### src/rtl/regfile_param_if.sv
// Bus bundle for regfile_param: decode-side read ports, writeback write port,
// and the Clear/Busy/WriteDropped sideband.
interface regfile_param_if #(
  parameter int DATA_WIDTH = 32,
  parameter int ADDR_WIDTH = 5
);
  logic [ADDR_WIDTH-1:0] ReadRegister1;
  logic [ADDR_WIDTH-1:0] ReadRegister2;
  logic [DATA_WIDTH-1:0] ReadData1;
  logic [DATA_WIDTH-1:0] ReadData2;
  logic [ADDR_WIDTH-1:0] WriteRegister;
  logic [DATA_WIDTH-1:0] WriteData;
  logic                  RegWrite;
  logic                  Clear;
  logic                  Busy;
  logic                  WriteDropped;

  modport master (
    output ReadRegister1, ReadRegister2, WriteRegister, WriteData, RegWrite, Clear,
    input  ReadData1, ReadData2, Busy, WriteDropped
  );

  modport slave (
    input  ReadRegister1, ReadRegister2, WriteRegister, WriteData, RegWrite, Clear,
    output ReadData1, ReadData2, Busy, WriteDropped
  );
endinterface

### src/rtl/regfile_param.sv
// Parametrised 2R/1W register file with optional hardwired r0, optional
// write-to-read bypass and a one-entry-per-cycle sequential Clear engine.
//
// state    | meaning
// ---------+-----------------------------------------------------------
// IDLE     | normal operation; Clear starts a sweep (entry 0 on that edge)
// CLEARING | zeroing entry[cnt_q] each edge; writes dropped, bypass off
module regfile_param #(
  parameter int DATA_WIDTH = 32,
  parameter int ADDR_WIDTH = 5,
  parameter int ZERO_REG   = 1,
  parameter int BYPASS     = 0
) (
  input logic             Clk,
  input logic             Reset,
  regfile_param_if.slave  bus
);
  localparam int DEPTH = 2**ADDR_WIDTH;
  localparam logic [ADDR_WIDTH-1:0] CNT_LAST = ADDR_WIDTH'(DEPTH-1);
  localparam logic [ADDR_WIDTH-1:0] CNT_ONE  = ADDR_WIDTH'(1);

  typedef enum logic {IDLE, CLEARING} state_t;

  state_t                state_q, state_d;
  logic [ADDR_WIDTH-1:0] cnt_q, cnt_d;
  logic                  busy_q, busy_d;
  logic                  drop_q, drop_d;
  logic [DATA_WIDTH-1:0] mem_q [DEPTH];

  logic                  clr_en;
  logic [ADDR_WIDTH-1:0] clr_addr;
  logic                  clr_req;
  logic                  wr_en;
  logic                  wr_zero;
  logic [DATA_WIDTH-1:0] rd1, rd2;

  assign clr_req = (state_q == IDLE) && bus.Clear;
  assign wr_zero = (ZERO_REG != 0) && (bus.WriteRegister == '0);
  // The request edge itself already belongs to the clear, so writes are refused there too.
  assign wr_en   = bus.RegWrite && !busy_q && !clr_req && !wr_zero;

  always_comb begin
    state_d  = state_q;
    cnt_d    = cnt_q;
    busy_d   = busy_q;
    clr_en   = 1'b0;
    clr_addr = cnt_q;
    drop_d   = bus.RegWrite && (busy_q || clr_req);
    case (state_q)
      IDLE: begin
        if (bus.Clear) begin
          clr_en   = 1'b1;
          clr_addr = '0;
          cnt_d    = CNT_ONE;
          busy_d   = 1'b1;
          state_d  = CLEARING;
        end
      end
      CLEARING: begin
        clr_en = 1'b1;
        if (cnt_q == CNT_LAST) begin
          cnt_d   = '0;
          busy_d  = 1'b0;
          state_d = IDLE;
        end else begin
          cnt_d = cnt_q + CNT_ONE;
        end
      end
      default: begin
        state_d = IDLE;
        busy_d  = 1'b0;
        cnt_d   = '0;
      end
    endcase
  end

  always_ff @(posedge Clk or posedge Reset) begin
    if (Reset) begin
      state_q <= IDLE;
      cnt_q   <= '0;
      busy_q  <= 1'b0;
      drop_q  <= 1'b0;
    end else begin
      state_q <= state_d;
      cnt_q   <= cnt_d;
      busy_q  <= busy_d;
      drop_q  <= drop_d;
    end
  end

  always_ff @(posedge Clk or posedge Reset) begin
    if (Reset) begin
      for (int i = 0; i < DEPTH; i++) mem_q[i] <= '0;
    end else begin
      if (wr_en)  mem_q[bus.WriteRegister] <= bus.WriteData;
      if (clr_en) mem_q[clr_addr] <= '0;
    end
  end

  always_comb begin
    rd1 = mem_q[bus.ReadRegister1];
    if ((BYPASS != 0) && wr_en && (bus.ReadRegister1 == bus.WriteRegister)) rd1 = bus.WriteData;
    if ((ZERO_REG != 0) && (bus.ReadRegister1 == '0)) rd1 = '0;
  end

  always_comb begin
    rd2 = mem_q[bus.ReadRegister2];
    if ((BYPASS != 0) && wr_en && (bus.ReadRegister2 == bus.WriteRegister)) rd2 = bus.WriteData;
    if ((ZERO_REG != 0) && (bus.ReadRegister2 == '0)) rd2 = '0;
  end

  assign bus.ReadData1    = rd1;
  assign bus.ReadData2    = rd2;
  assign bus.Busy         = busy_q;
  assign bus.WriteDropped = drop_q;
endmodule

### src/flat_wrapper.sv
// flat-port wrapper written by rule: the top's interface ports become plain ports
module regfile_param_flat 
#(
  parameter int DATA_WIDTH = 32,
  parameter int ADDR_WIDTH = 5,
  parameter int ZERO_REG   = 1,
  parameter int BYPASS     = 0
)
  (Clk, Reset, bus_ReadRegister1, bus_ReadRegister2, bus_WriteRegister, bus_WriteData, bus_RegWrite, bus_Clear, bus_ReadData1, bus_ReadData2, bus_Busy, bus_WriteDropped);
  regfile_param_if #(.DATA_WIDTH(DATA_WIDTH), .ADDR_WIDTH(ADDR_WIDTH)) bus_i ();
  input logic Clk;
  input logic Reset;
  input wire logic [$bits(bus_i.ReadRegister1)-1:0] bus_ReadRegister1;
  input wire logic [$bits(bus_i.ReadRegister2)-1:0] bus_ReadRegister2;
  input wire logic [$bits(bus_i.WriteRegister)-1:0] bus_WriteRegister;
  input wire logic [$bits(bus_i.WriteData)-1:0] bus_WriteData;
  input wire logic [$bits(bus_i.RegWrite)-1:0] bus_RegWrite;
  input wire logic [$bits(bus_i.Clear)-1:0] bus_Clear;
  output wire logic [$bits(bus_i.ReadData1)-1:0] bus_ReadData1;
  output wire logic [$bits(bus_i.ReadData2)-1:0] bus_ReadData2;
  output wire logic [$bits(bus_i.Busy)-1:0] bus_Busy;
  output wire logic [$bits(bus_i.WriteDropped)-1:0] bus_WriteDropped;
  assign bus_i.ReadRegister1 = bus_ReadRegister1;
  assign bus_i.ReadRegister2 = bus_ReadRegister2;
  assign bus_i.WriteRegister = bus_WriteRegister;
  assign bus_i.WriteData = bus_WriteData;
  assign bus_i.RegWrite = bus_RegWrite;
  assign bus_i.Clear = bus_Clear;
  assign bus_ReadData1 = bus_i.ReadData1;
  assign bus_ReadData2 = bus_i.ReadData2;
  assign bus_Busy = bus_i.Busy;
  assign bus_WriteDropped = bus_i.WriteDropped;
  regfile_param #(.DATA_WIDTH(DATA_WIDTH), .ADDR_WIDTH(ADDR_WIDTH), .ZERO_REG(ZERO_REG), .BYPASS(BYPASS)) u_core (.Clk(Clk), .Reset(Reset), .bus(bus_i));
endmodule
### config.mk
export PLATFORM = sky130hd
export DESIGN_NAME = regfile_param_flat
export DESIGN_NICKNAME = d
export VERILOG_FILES = /design/src/rtl/regfile_param_if.sv /design/src/rtl/regfile_param.sv /design/src/flat_wrapper.sv
export SDC_FILE = /design/constraint.sdc
export NUM_CORES = 2
export LEC_CHECK = 0
export ABC_AREA = 1
export BUFFER_PORTS_ARGS = -buffer_cell sky130_fd_sc_hd__clkbuf_2
export CELL_PAD_IN_SITES_DETAIL_PLACEMENT = 0
export CELL_PAD_IN_SITES_GLOBAL_PLACEMENT = 1
export CORE_MARGIN = 4
export CORE_UTILIZATION = 45
export DETAILED_ROUTE_END_ITERATION = 10
export PLACE_DENSITY_LB_ADDON = 0.1
export SYNTH_ARGS = -nofsm -noshare
export SYNTH_HDL_FRONTEND = slang
export SYNTH_SLANG_ARGS = --single-unit
export TNS_END_PERCENT = 1
### constraint.sdc
create_clock -name Clk -period 39.2 [get_ports Clk]
set_clock_uncertainty 0.15 [all_clocks]
set_input_delay 5.88 -clock Clk [delete_from_list [all_inputs] [get_ports Clk]]
set_output_delay 5.88 -clock Clk [all_outputs]
set_load 0.05 [all_outputs]
======== Yosys cells after proc, flatten, opt, wreduce, memory -nomap -nowiden ========
Cells that the tools add are included.
word-level totals
  flip-flop bits (word level) ............. 1,032
  output and inout port bits .............. 66
  word-level logic and storage cells ...... 95
operators by class
  add/subtract/negate cells ............... 1
  order comparisons ....................... 6
  equality and inequality tests ........... 3
  mux-type cells .......................... 27
  bitwise operators ....................... 7
  reduce and logical (&&, ||, !) cells .... 15
operator list
  kind                    count
  $mux W1024              2
  $and A1024 B1024 Y1024  1
  $bwmux W1024            1
  $not A1024 Y1024        1
  $bmux W32 S5            2
  $demux W32 S5           2
  $mux W32                8
  $ge A6 B6 Y1 const B    4
  $not A5 Y6              4
  $mux W5                 4
  $logic_not A5 Y1        3
  $lt A6 B1 Y1 const B    2
  $pmux W5 S2             1
  $logic_and A1 B1 Y1     7
  $pmux W1 S2             3
  $add A5 B1 Y5 const B   1
  $eq A5 B5 Y1 const B    1
  $mux W1                 4
  $ne A2 B2 Y1 const B    2
  $logic_not A1 Y1        3
  $reduce_and A2 Y1       1
  $logic_or A1 B1 Y1      1
  $not A1 Y1              1

======== Logic depth before layout (Yosys ltp) ========
  depth in word-level cells ............... 10
  depth in mapped cells ................... 13

======== Worst setup path after synthesis ========
Ideal clock, no wire load.
  path kind ............................... input to output
  from .................................... input port bus_ReadRegister2[0]
  to ...................................... output port bus_ReadData2[14]
  data arrival time ....................... 7.749 ns
  data required time ...................... 33.170 ns
  setup slack ............................. 25.421 ns
  stages .................................. 11
  cells stage by stage .................... buf_2 > inv_1 > buf_2 > buf_2 > clkbuf_1 > nand2_1 > nand3_1 > nand3_1 > a21oi_1 > nor2_1 > nor2_1
between the ends
  word-level cells in the longest chain between the ends .. 5
RTL lines
  element                                       RTL line              source
  start: declaration                            flat_wrapper.sv:14    input wire logic [$bits(bus_i.ReadRegister2)-1:0] bus_ReadRegister2;
  $not A5 Y6 (implied by the code)              regfile_param.sv:107  rd2 = mem_q[bus.ReadRegister2];
  $bmux W32 S5                                  regfile_param.sv:107
  $mux W32 (implied by the code) (2 in series)  regfile_param.sv:107
  $mux W32 (*)                                  regfile_param.sv:109  if ((ZERO_REG != 0) && (bus.ReadRegister2 == '0)) rd2 = '0;
  end: declaration                              flat_wrapper.sv:20    output wire logic [$bits(bus_i.ReadData2)-1:0] bus_ReadData2;
Every way passes the cells marked *; elsewhere a longest branch is shown, timed or not. The select of a mux whose other input is x is not followed.

======== Final worst setup path ========
  from .................................... input port bus_ReadRegister1[0]
  to ...................................... output port bus_ReadData1[20]
between the ends
  word-level cells in the longest chain between the ends .. 5
RTL lines
  element                                       RTL line              source
  start: declaration                            flat_wrapper.sv:13    input wire logic [$bits(bus_i.ReadRegister1)-1:0] bus_ReadRegister1;
  $not A5 Y6 (implied by the code)              regfile_param.sv:101  rd1 = mem_q[bus.ReadRegister1];
  $bmux W32 S5                                  regfile_param.sv:101
  $mux W32 (implied by the code) (2 in series)  regfile_param.sv:101
  $mux W32 (*)                                  regfile_param.sv:103  if ((ZERO_REG != 0) && (bus.ReadRegister1 == '0)) rd1 = '0;
  end: declaration                              flat_wrapper.sv:19    output wire logic [$bits(bus_i.ReadData1)-1:0] bus_ReadData1;
Marks and branches as above.

==> results.toml <==
[route]
firstDrtPassIters = 8
drc = 0
avgRoutedWirePerCell_um = 26.88
drtIter0Drc = 8457
ant_nets = 0
wl_mm = 282.8
post_drt_via_cell_ratio = 6.210
num_vias = 65350

[floorplanning]
die_w_um = 379.1
coreArea_mm2 = 0.1361
start_util = 0.4553
dieArea_mm2 = 0.1437
ioPinCount = 117
core.rowCount = 135
die_h_um = 379.1

[final_layout]
final_cells = 10520
final_cell_mix = "2620 x nand2_1, 1373 x nand3_1, 1032 x dfrtp_1, 948 x nor2_1, 767 x a21oi_1"
multi_input_area_mm2 = 0.03142
fin_nets = 8696
final_core_utilization = 0.4908
layout-drive-gt1-share = 0.06143
final_common_cell = "nand2_1"
seq_area_mm2 = 0.02582
nFillCells = 13800
area_delta_synth_final_pct = 7.810

[place]
dpl.cell_count = 10290
port-buffer-count = 116
dp_slack_ns = 21.91
dp.final_hpwl_mm = 156.7
place_congestion = 0.9659

[sta]
finalSetupViolCount = 0
postLayoutSetupSlackWorst_ns = 21.70
finalMaxSlewViolations = 0
max_clock_freq_mhz = 57.15
finalHoldViolations = 0
rsz0062_at_grt = "no"
period_share = 0.4463
tns_ns = 0
tightest_slew_ns = 1.235
min_period_ns = 17.50
slew_headroom = 0.1764

[logic_synthesis]
synthDistinctLibCells = 29
syn_nets = 9166
syn_area_per_cell_um2 = 6.802
syn_inst = 9113
yosys_warnings = 0
mappedNetlistArea_mm2 = 0.06198
synth_seq_cells = 1032
synth-seq-area-share = 0.4166

[pwr]
p_clk_frac = 0.299
irDropWorstVdd_v = 0.00004805
power_leakage_nw = 31.85
power_switching_mw = 1.631
power_density_mw_per_mm2 = 62.11
p_int_mw = 2.520
comb_power_share = 0.309
seq_power_share = 0.392
swShare = 0.3929

[cts]
h-tree-depth = 4
clock-root-buffer = "clkbuf_16"
clock_path_buffers = 3
cts_tree = "done"
cts_resized = 0
cts_made_buffers = 131
clk_pin_slew_ns = 0.06
cts_setup_buffers = 0
clk_latency_ns = 0.77
clock_sinks = 1032
ctsHoldBuffers = 0

[flow_run]
maxCapViolCount = 0

[grt]
grt_util_all_layers = 0.3867
grt_pass1_wl_mm = 417.2
antenna_found_initial = 8
gr-total-overflow = 0
grt_pass1_vias = 61530
grt_max_degree = 159

[critical_path]
crit_top_cell = "nand2_1"
start_kind = "input port"
end_kind = "primary output"
r2r_slack_ns = 35.47
crit_family = "buffers and inverters"
crit_chain = "buf_8 > inv_8 > buf_4 > buf_4 > buf_4 > nand2_1 > nand3_1 > nand3_1 > nand2_1 > nand2_1 > nand3_1 > nand2_1 > nor2_1 > clkbuf_2"
slowest_delay_ns = 0.85
required_ns = 33.17
cp_max_fo = 141
cpMaxStageDelayCell = "buf_4"
worst-path-buf-inv = 6
arrival_ns = 11.47
setup.worst_path.class = "in -> out"

[outcome]
status = "finished, final reports clean"

[worst_hold_path]
hold_class = "reg -> reg"
[registers in the layout, summed over array words and instances (netlist names)]
register                 cells
u_core.bus.Busy              1
u_core.state_q               1
u_core.cnt_q                 5
u_core.bus.WriteDropped      1
u_core.mem_q              1024
[metrics by stage]
stage	instance area (µm²)	total power [mW]	hold slack (ns)
after floorplan	61980	2.485	0.3084
after global placement	62490	2.863	0.3238
after detailed placement	62490	2.886	0.3260
after CTS	66820	4.129	0.3413
after global routing	66820	4.373	0.3622
final	66820	4.150	0.3460
[cell usage after synthesis (all sizes together)]
cell / instances / area, µm²
nand2: 2652 / 9997
nand3: 1376 / 6887
ha: 2 / 25.02
buf: 310 / 1546
a211oi: 32 / 240.2
nor3: 9 / 55.05
o22ai: 450 / 2815
a21oi: 767 / 3839
xor2: 1 / 8.760
o21ai: 463 / 2317
nor2: 975 / 3899
inv: 341 / 1282
clkinv: 2 / 7.510
o21a: 160 / 1201
xnor2: 1 / 8.760
clkbuf: 539 / 2023
or2: 1 / 6.260
dfrtp: 1032 / 25820
[cell type report]
type	count	share of cell area
Timing Repair Buffer	246	0.02509
Sequential cell	1032	0.3865
Antenna cell	1	0.00003745
Clock buffer	195	0.05827
Inverter	343	0.02015
Multi-Input combinational cell	6889	0.4702
Clock inverter	36	0.006497
Tap cell	1781	0.03335
[cell families after synthesis]
logic type      after synthesis  synth area share
simple gates               5013            0.3363
buf+inv                    1192           0.07840
flops                      1032            0.4166
compound gates             1872            0.1680
xor+xnor                      2         0.0002827
fa+ha+maj                     2         0.0004037
[worst register-to-register path, delay by kind of cell, from the launching register on]
kind,cells,cell delay [ns]
AND/OR/NAND/NOR,8,0.96
buffers and inverters,4,2.02
flip-flops,1,0.47
[path summary, 6_finish.rpt]
path	startpoint	endpoint	cells after the start
worst max-delay path	bus_ReadRegister1[0]	bus_ReadData1[20]	14
worst min-delay path	u_core.mem_q[1022]	u_core.mem_q[1022]	2
worst max register to register	u_core.state_q	u_core.mem_q[10]	12
worst min register to register	u_core.mem_q[1022]	u_core.mem_q[1022]	2
max in group asynchronous	Reset	u_core.mem_q[934]	6
min in group asynchronous	Reset	u_core.mem_q[187]	2
[power by group through the flow]
stage / Clock (mW) / Sequential, mW / Combinational (mW)
finish: 1.24 / 1.63 / 1.28
global route: 1.30 / 1.66 / 1.41
CTS: 1.25 / 1.61 / 1.26
detailed placement: 0 / 1.63 / 1.26
global placement: 0 / 1.63 / 1.24
floorplan: 0 / 1.57 / 0.918
[metal layers]
layer | global-route usage | part of all wire | vias up
met2 | 0.5887 | 0.44 | 3896
met4 | 0.2265 | 0.065 | 6
li1 | - | - | 29280
met1 | 0.5105 | 0.40 | 31280
met5 | 0 | 0.00014 | -
met3 | 0.07911 | 0.10 | 889
(Power assumes the default switching activity.)
